`src/rtl/lcd_bus_reader_if.sv`:
```
// Read-side handshake and LCD pin bundle for lcd_bus_reader.
// master: requester / pad side; slave: the reader engine.
interface lcd_bus_reader_if;
    logic       rd_req;
    logic       rd_rs;
    logic       rd_poll;
    logic       rd_ready;
    logic       rd_valid;
    logic [7:0] rd_data;
    logic       rd_timeout;
    logic [7:0] lcd_din;
    logic       bus_rel;
    logic       RS;
    logic       RW;
    logic       EN;

    modport master (
        output rd_req, rd_rs, rd_poll, lcd_din,
        input  rd_ready, rd_valid, rd_data, rd_timeout, bus_rel, RS, RW, EN
    );

    modport slave (
        input  rd_req, rd_rs, rd_poll, lcd_din,
        output rd_ready, rd_valid, rd_data, rd_timeout, bus_rel, RS, RW, EN
    );
endinterface

```
`src/rtl/lcd_bus_reader.sv`:
```
// HD44780 8-bit bus read engine: one RW=1 cycle per request (busy flag /
// address when rd_rs=0, RAM data when rd_rs=1), sampled byte returned on rd_valid.
// Optional busy-flag polling is compiled in with `define LCD_BF_POLL_EN.
//
// state  | meaning
// IDLE   | rd_ready=1, waiting for rd_req
// SETUP  | RS/RW driven, EN low for address setup
// STROBE | EN high, data sampled on last high cycle
// HOLD   | EN low, RS/RW held
// GAP    | EN low between polled BF reads (LCD_BF_POLL_EN only)
// DONE   | rd_valid pulse, pins released
module lcd_bus_reader #(
    parameter int T_AS_CYC     = 3,
    parameter int T_PW_CYC     = 25,
    parameter int T_H_CYC      = 2,
    parameter int T_GAP_CYC    = 25,
    parameter int POLL_TIMEOUT = 500000
) (
    input  logic clk,
    input  logic rst_n,
    lcd_bus_reader_if.slave bus
);

    localparam int MAX_A = (T_AS_CYC > T_PW_CYC) ? T_AS_CYC : T_PW_CYC;
    localparam int MAX_B = (T_H_CYC > T_GAP_CYC) ? T_H_CYC : T_GAP_CYC;
    localparam int MAX_P = (MAX_A > MAX_B) ? MAX_A : MAX_B;
    localparam int CW    = $clog2(MAX_P + 1);

    localparam logic [CW-1:0] AS_LD = CW'(T_AS_CYC - 1);
    localparam logic [CW-1:0] PW_LD = CW'(T_PW_CYC - 1);
    localparam logic [CW-1:0] H_LD  = CW'(T_H_CYC - 1);

    typedef enum logic [2:0] {
        IDLE,
        SETUP,
        STROBE,
        HOLD,
`ifdef LCD_BF_POLL_EN
        GAP,
`endif
        DONE
    } state_t;

    state_t        state;
    logic [CW-1:0] cnt;
    logic          ready_q;
    logic          valid_q;
    logic [7:0]    data_q;
    logic          rel_q;
    logic          rs_q;
    logic          rw_q;
    logic          en_q;

`ifdef LCD_BF_POLL_EN
    localparam int            PCW    = $clog2(POLL_TIMEOUT + 1);
    localparam logic [CW-1:0] GAP_LD = CW'(T_GAP_CYC - 1);
    localparam logic [PCW-1:0] PT    = PCW'(POLL_TIMEOUT);

    logic           poll_q;
    logic [PCW-1:0] poll_cnt;
    logic           timeout_q;

    assign bus.rd_timeout = timeout_q;
`else
    localparam int unused_poll_timeout = POLL_TIMEOUT;
    logic unused_poll;

    assign unused_poll    = bus.rd_poll;
    assign bus.rd_timeout = 1'b0;
`endif

    assign bus.rd_ready = ready_q;
    assign bus.rd_valid = valid_q;
    assign bus.rd_data  = data_q;
    assign bus.bus_rel  = rel_q;
    assign bus.RS       = rs_q;
    assign bus.RW       = rw_q;
    assign bus.EN       = en_q;

    // Read-cycle sequencer; every pin and handshake output is registered here.
    always_ff @(posedge clk or negedge rst_n) begin
        if (!rst_n) begin
            state     <= IDLE;
            cnt       <= '0;
            ready_q   <= 1'b1;
            valid_q   <= 1'b0;
            data_q    <= 8'h00;
            rel_q     <= 1'b0;
            rs_q      <= 1'b0;
            rw_q      <= 1'b0;
            en_q      <= 1'b0;
`ifdef LCD_BF_POLL_EN
            poll_q    <= 1'b0;
            poll_cnt  <= '0;
            timeout_q <= 1'b0;
`endif
        end else begin
            case (state)
                IDLE: begin
                    if (bus.rd_req) begin
                        rs_q    <= bus.rd_rs;
                        rw_q    <= 1'b1;
                        rel_q   <= 1'b1;
                        ready_q <= 1'b0;
                        cnt     <= AS_LD;
`ifdef LCD_BF_POLL_EN
                        // Polling only makes sense on the busy-flag register.
                        poll_q   <= bus.rd_poll & ~bus.rd_rs;
                        poll_cnt <= '0;
`endif
                        state   <= SETUP;
                    end
                end
                SETUP: begin
                    if (cnt == '0) begin
                        en_q  <= 1'b1;
                        cnt   <= PW_LD;
                        state <= STROBE;
                    end else begin
                        cnt <= cnt - 1'b1;
                    end
                end
                STROBE: begin
                    if (cnt == '0) begin
                        en_q   <= 1'b0;
                        data_q <= bus.lcd_din;
                        cnt    <= H_LD;
`ifdef LCD_BF_POLL_EN
                        poll_cnt <= poll_cnt + 1'b1;
`endif
                        state  <= HOLD;
                    end else begin
                        cnt <= cnt - 1'b1;
                    end
                end
                HOLD: begin
                    if (cnt == '0) begin
`ifdef LCD_BF_POLL_EN
                        if (poll_q && data_q[7] && (poll_cnt < PT)) begin
                            cnt   <= GAP_LD;
                            state <= GAP;
                        end else begin
                            valid_q   <= 1'b1;
                            timeout_q <= poll_q & data_q[7];
                            rs_q      <= 1'b0;
                            rw_q      <= 1'b0;
                            rel_q     <= 1'b0;
                            state     <= DONE;
                        end
`else
                        valid_q <= 1'b1;
                        rs_q    <= 1'b0;
                        rw_q    <= 1'b0;
                        rel_q   <= 1'b0;
                        state   <= DONE;
`endif
                    end else begin
                        cnt <= cnt - 1'b1;
                    end
                end
`ifdef LCD_BF_POLL_EN
                GAP: begin
                    if (cnt == '0) begin
                        en_q  <= 1'b1;
                        cnt   <= PW_LD;
                        state <= STROBE;
                    end else begin
                        cnt <= cnt - 1'b1;
                    end
                end
`endif
                DONE: begin
                    valid_q <= 1'b0;
`ifdef LCD_BF_POLL_EN
                    timeout_q <= 1'b0;
`endif
                    ready_q <= 1'b1;
                    state   <= IDLE;
                end
                default: begin
                    state <= IDLE;
                end
            endcase
        end
    end

endmodule

```
`src/flat_wrapper.sv`:
```
// flat-port wrapper written by rule: the top's interface ports become plain ports
module lcd_bus_reader_flat 
#(
    parameter int T_AS_CYC     = 3,
    parameter int T_PW_CYC     = 25,
    parameter int T_H_CYC      = 2,
    parameter int T_GAP_CYC    = 25,
    parameter int POLL_TIMEOUT = 500000
)
  (clk, rst_n, bus_rd_req, bus_rd_rs, bus_rd_poll, bus_lcd_din, bus_rd_ready, bus_rd_valid, bus_rd_data, bus_rd_timeout, bus_bus_rel, bus_RS, bus_RW, bus_EN);
  lcd_bus_reader_if bus_i ();
  input  logic clk;
  input  logic rst_n;
  input wire logic [$bits(bus_i.rd_req)-1:0] bus_rd_req;
  input wire logic [$bits(bus_i.rd_rs)-1:0] bus_rd_rs;
  input wire logic [$bits(bus_i.rd_poll)-1:0] bus_rd_poll;
  input wire logic [$bits(bus_i.lcd_din)-1:0] bus_lcd_din;
  output wire logic [$bits(bus_i.rd_ready)-1:0] bus_rd_ready;
  output wire logic [$bits(bus_i.rd_valid)-1:0] bus_rd_valid;
  output wire logic [$bits(bus_i.rd_data)-1:0] bus_rd_data;
  output wire logic [$bits(bus_i.rd_timeout)-1:0] bus_rd_timeout;
  output wire logic [$bits(bus_i.bus_rel)-1:0] bus_bus_rel;
  output wire logic [$bits(bus_i.RS)-1:0] bus_RS;
  output wire logic [$bits(bus_i.RW)-1:0] bus_RW;
  output wire logic [$bits(bus_i.EN)-1:0] bus_EN;
  assign bus_i.rd_req = bus_rd_req;
  assign bus_i.rd_rs = bus_rd_rs;
  assign bus_i.rd_poll = bus_rd_poll;
  assign bus_i.lcd_din = bus_lcd_din;
  assign bus_rd_ready = bus_i.rd_ready;
  assign bus_rd_valid = bus_i.rd_valid;
  assign bus_rd_data = bus_i.rd_data;
  assign bus_rd_timeout = bus_i.rd_timeout;
  assign bus_bus_rel = bus_i.bus_rel;
  assign bus_RS = bus_i.RS;
  assign bus_RW = bus_i.RW;
  assign bus_EN = bus_i.EN;
  lcd_bus_reader #(.T_AS_CYC(T_AS_CYC), .T_PW_CYC(T_PW_CYC), .T_H_CYC(T_H_CYC), .T_GAP_CYC(T_GAP_CYC), .POLL_TIMEOUT(POLL_TIMEOUT)) u_core (.clk(clk), .rst_n(rst_n), .bus(bus_i));
endmodule
```
`config.mk`:
```
export PLATFORM = sky130hd
export DESIGN_NAME = lcd_bus_reader_flat
export DESIGN_NICKNAME = d
export VERILOG_FILES = /design/src/rtl/lcd_bus_reader_if.sv /design/src/rtl/lcd_bus_reader.sv /design/src/flat_wrapper.sv
export SDC_FILE = /design/constraint.sdc
export NUM_CORES = 1
export LEC_CHECK = 0
export CORE_AREA = 2 2 51 53
export DETAILED_ROUTE_END_ITERATION = 10
export DIE_AREA = 0 0 53 55
export PLACE_DENSITY = 0.75
export SETUP_SLACK_MARGIN = 0.1
export SYNTH_ARGS = -nofsm -noshare
export SYNTH_HDL_FRONTEND = slang
export SYNTH_SLANG_ARGS = --single-unit
```
`constraint.sdc`:
```
create_clock -name clk -period 1.8 [get_ports clk]
set_input_delay 0.18 -clock clk [delete_from_list [all_inputs] [get_ports clk]]
set_output_delay 0.18 -clock clk [all_outputs]
set_load 0.02 [all_outputs]
```
==> parameters.txt, run 1 <==
Parameter                              Value

Outcome
  Run status    finished, final reports clean

Placement
  Count of input and output buffers    25
  Placed Cells incl. Taps    156
  Post-detailed-placement half-perimeter wirelength    1810 um
  GP Congestion    0.899

Synthesis
  EDFF count, synth    0
  Synth Area per Inst    11.3 um^2
  Ys flop type    sky130_fd_sc_hd__dfrtp_1
  Post-synthesis cell area    1060 um^2
  Yosys Warn Count    0
  Async SR Flop Fraction    1.00
  Unique masters post-synth    40
  Sequential share of the synthesized area    0.496
  Register bit count reported by yosys    21
  Number of nets produced by synthesis    108
  Cell count after synthesis    94

Timing
  Number of hold violations in the final report    0
  Setup Viol. Count Final    0
  Setup repair after global routing missed its margin    no
  Minimum hold slack    185 ps
  Upper clock frequency limit    0.616 GHz
  Min Clock Period, post-route    1620 ps
  Portion of the clock cycle consumed by the worst path in the final layout    0.901
  Setup TNS    0 ps
  Number of pins with negative max-slew slack in the final report    0
  Clock skew    2.67 ps

Critical path
  Internal reg-to-reg setup slack    180 ps
  R2r endpoint    u_core.state[1]$_DFFE_PN0P_
  Required time of the worst setup path    1620 ps
  Ordered list of cells on the worst path    clkdlybuf4s50_1
  Library cell contributing the largest single delay on the critical path    sky130_fd_sc_hd__clkdlybuf4s50_1
  Startpoint of the most critical register-to-register path    u_core.cnt[1]$_DFFE_PN0P_
  Critical path fanouts, max    2
  Data arrival, critical path    1440 ps
  Highest cell delay on the worst timing path    590 ps
  FF-to-FF path depth    6
  Startpoint of the most critical setup path    u_core.bus.rd_ready$_DFFE_PN1P_
  WP depth    1
  Setup crit end    bus_rd_ready
  Crit-path leading delay family    buffers and inverters
  Number of buffers and inverters on the critical path    1
  Startpoint type of the worst setup path    flop
  Capturing element type of the critical path    primary output
  Type of the worst setup path    flop to primary output

Clocking
  TritonCTS clock tree    yes
  Number of buffers inserted by hold repair at cts    0
  Number of H-tree branching levels    1
  Max clock buf depth    2
  Number of CTS-inserted buffers    3
  Root buf cell    sky130_fd_sc_hd__clkbuf_4
  Clk sink count    21
  Reg clk slew, reported paths    120 ps
  Clock latency on the worst-skew pair    300 ps

Layout
  Count of antenna diodes in the layout    0
  Utilization of the core after routing    0.624
  Most common cell after layout, fill and taps aside    sky130_fd_sc_hd__clkdlybuf4s50_1
  Final Instance Count excl. Fillers    161
  Signed area change from the synthesized netlist to the final layout    39.2%
  Share of cells above drive strength 1    0.305
  Layout Nets    146
  Most used cells in the layout excluding fill and tap cells    sky130_fd_sc_hd__clkdlybuf4s50_1 (25), sky130_fd_sc_hd__dfrtp_1 (20), sky130_fd_sc_hd__buf_4 (13)

Drt
  Avg WL per Cell    14.4 um
  DR pass1 iterations    4
  Number of design-rule violations left by the first detailed-router iteration    12
  Post-DRT Antenna Nets    0
  Via Count    883
  Aggregate routed wire length    2330 um
  DRC violations left    0
  Vias per cell    5.48

Floorplan
  Top-Level Pins    28
  Overall die height    55 um
  Core region area    2360 um^2
  Starting density of the core    0.449
  FP Rows    18
  Die Area    2920 um^2
  Horizontal extent of the die    53 um

GRT
  Via count of the first global-routing pass    927
  Global-route congestion overflow total    0
  Largest net degree at the start of global routing    13
  Global-route wire length before repair    4000 um
  GR Util All Layers    0.187
  Initial antenna violation count    0

Flow run
  Max-capacitance violation count    0

Min path
  Class of the tightest hold or removal check    primary input to asynchronous set/reset pin

Power
  Areal power density over the cells    1440 nW/um^2
  Lkg Pwr    0.000626 uW
  Max IR drop VDD    0.000741 V
[where the power goes]
group / switching (uW) / total, uW / internal [uW]
combinational: 519 / 1110 / 593
clock: 143 / 226 / 82.8
sequential: 156 / 783 / 626
total: 818 / 2120 / 1300
[state kept, by name, indices dropped and copies added, names as in the netlist]
name	count
u_core.bus.rd_ready	1
u_core.bus.rd_valid	1
u_core.state	3
u_core.cnt	5
u_core.bus.rd_data	8
u_core.bus.RS	1
u_core.bus.RW	1
u_core.bus.EN	1
[metrics by stage]
stage / power [uW] / instance area, um^2 / worst slack (ps)
floorplan: 1400 / 1060 / 101
finish: 2120 / 1480 / 178
global route: 2280 / 1480 / 103
detailed placement: 1820 / 1410 / 88.7
CTS: 2070 / 1450 / 100
global placement: 1790 / 1410 / 133
[Yosys cell counts (all sizes together) (2+ instances only)]
cell type | number | area [um^2]
a21oi | 3 | 15.0
a22o | 2 | 17.5
buf | 4 | 23.8
dfrtp | 20 | 500
inv | 5 | 18.8
mux2 | 9 | 101
nand2 | 4 | 15.0
nand3 | 2 | 22.5
nor2 | 6 | 22.5
nor3 | 3 | 20.0
nor4b | 3 | 41.3
o211ai | 2 | 15.0
o21ai | 7 | 35.0
o21bai | 3 | 22.5
o32a | 2 | 21.3
or4b | 2 | 20.0
[worst min path at each step]
stage	from	end	depth (start not counted)
after detailed placement	u_core.bus.rd_data[3]$_DFFE_PN0P_	u_core.bus.rd_data[3]$_DFFE_PN0P_	1
final	rst_n	u_core.cnt[0]$_DFFE_PN0P_	1
after global placement	u_core.bus.rd_data[1]$_DFFE_PN0P_	u_core.bus.rd_data[1]$_DFFE_PN0P_	1
after CTS	rst_n	u_core.cnt[0]$_DFFE_PN0P_	1
after global routing	rst_n	u_core.cnt[0]$_DFFE_PN0P_	1
after floorplan	rst_n	u_core.bus.EN$_DFFE_PN0P_	0
[layer usage]
metal  vias up  track usage  share of wire
met5         -            0              0
met4         0       0.0427         0.0047
met3         2       0.0323          0.054
met2        22        0.348           0.53
met1       438        0.227           0.41
li1        421            -              -
[cell type report]
| cell class | count | area, um^2 |
|---|---|---|
| inverter | 5 | 18.8 |
| timing repair buffer | 38 | 348 |
| multi-input combinational | 63 | 518 |
| clock inverter | 1 | 5.00 |
| fill | 208 | 888 |
| tap | 30 | 37.5 |
| sequential | 21 | 527 |
| clock buffer | 3 | 22.5 |
[repair_timing]
item	in CTS	in global routing
pin swaps	0	2
buffers inserted	0	1
resized for setup	2	9
setup endpoints to repair	6	14
[logic make-up after synthesis]
group / count (synthesis) / synth area share
and+or+nand+nor: 26 / 0.172
adders and majority gates: 1 / 0.0118
buffers and inverters: 10 / 0.0436
muxes: 9 / 0.0955
AOI/OAI and AO/OA: 26 / 0.177
other: 1 / 0.00353
DFF: 21 / 0.496
Note: power is estimated with default switching activity, not from simulation.
==> inputs of run 2 (changes only) <==
Settings changed: GPL_ROUTABILITY_DRIVEN set to 0.
==> results of run 2 <==
The final DEF is identical to that of run 1; final timing and power are the same.
==> inputs of run 3 (changes only) <==
Settings changed: CTS_CLUSTER_DIAMETER set to 80.
==> results of run 3 <==
The final DEF is identical to that of run 1; final timing and power are the same.
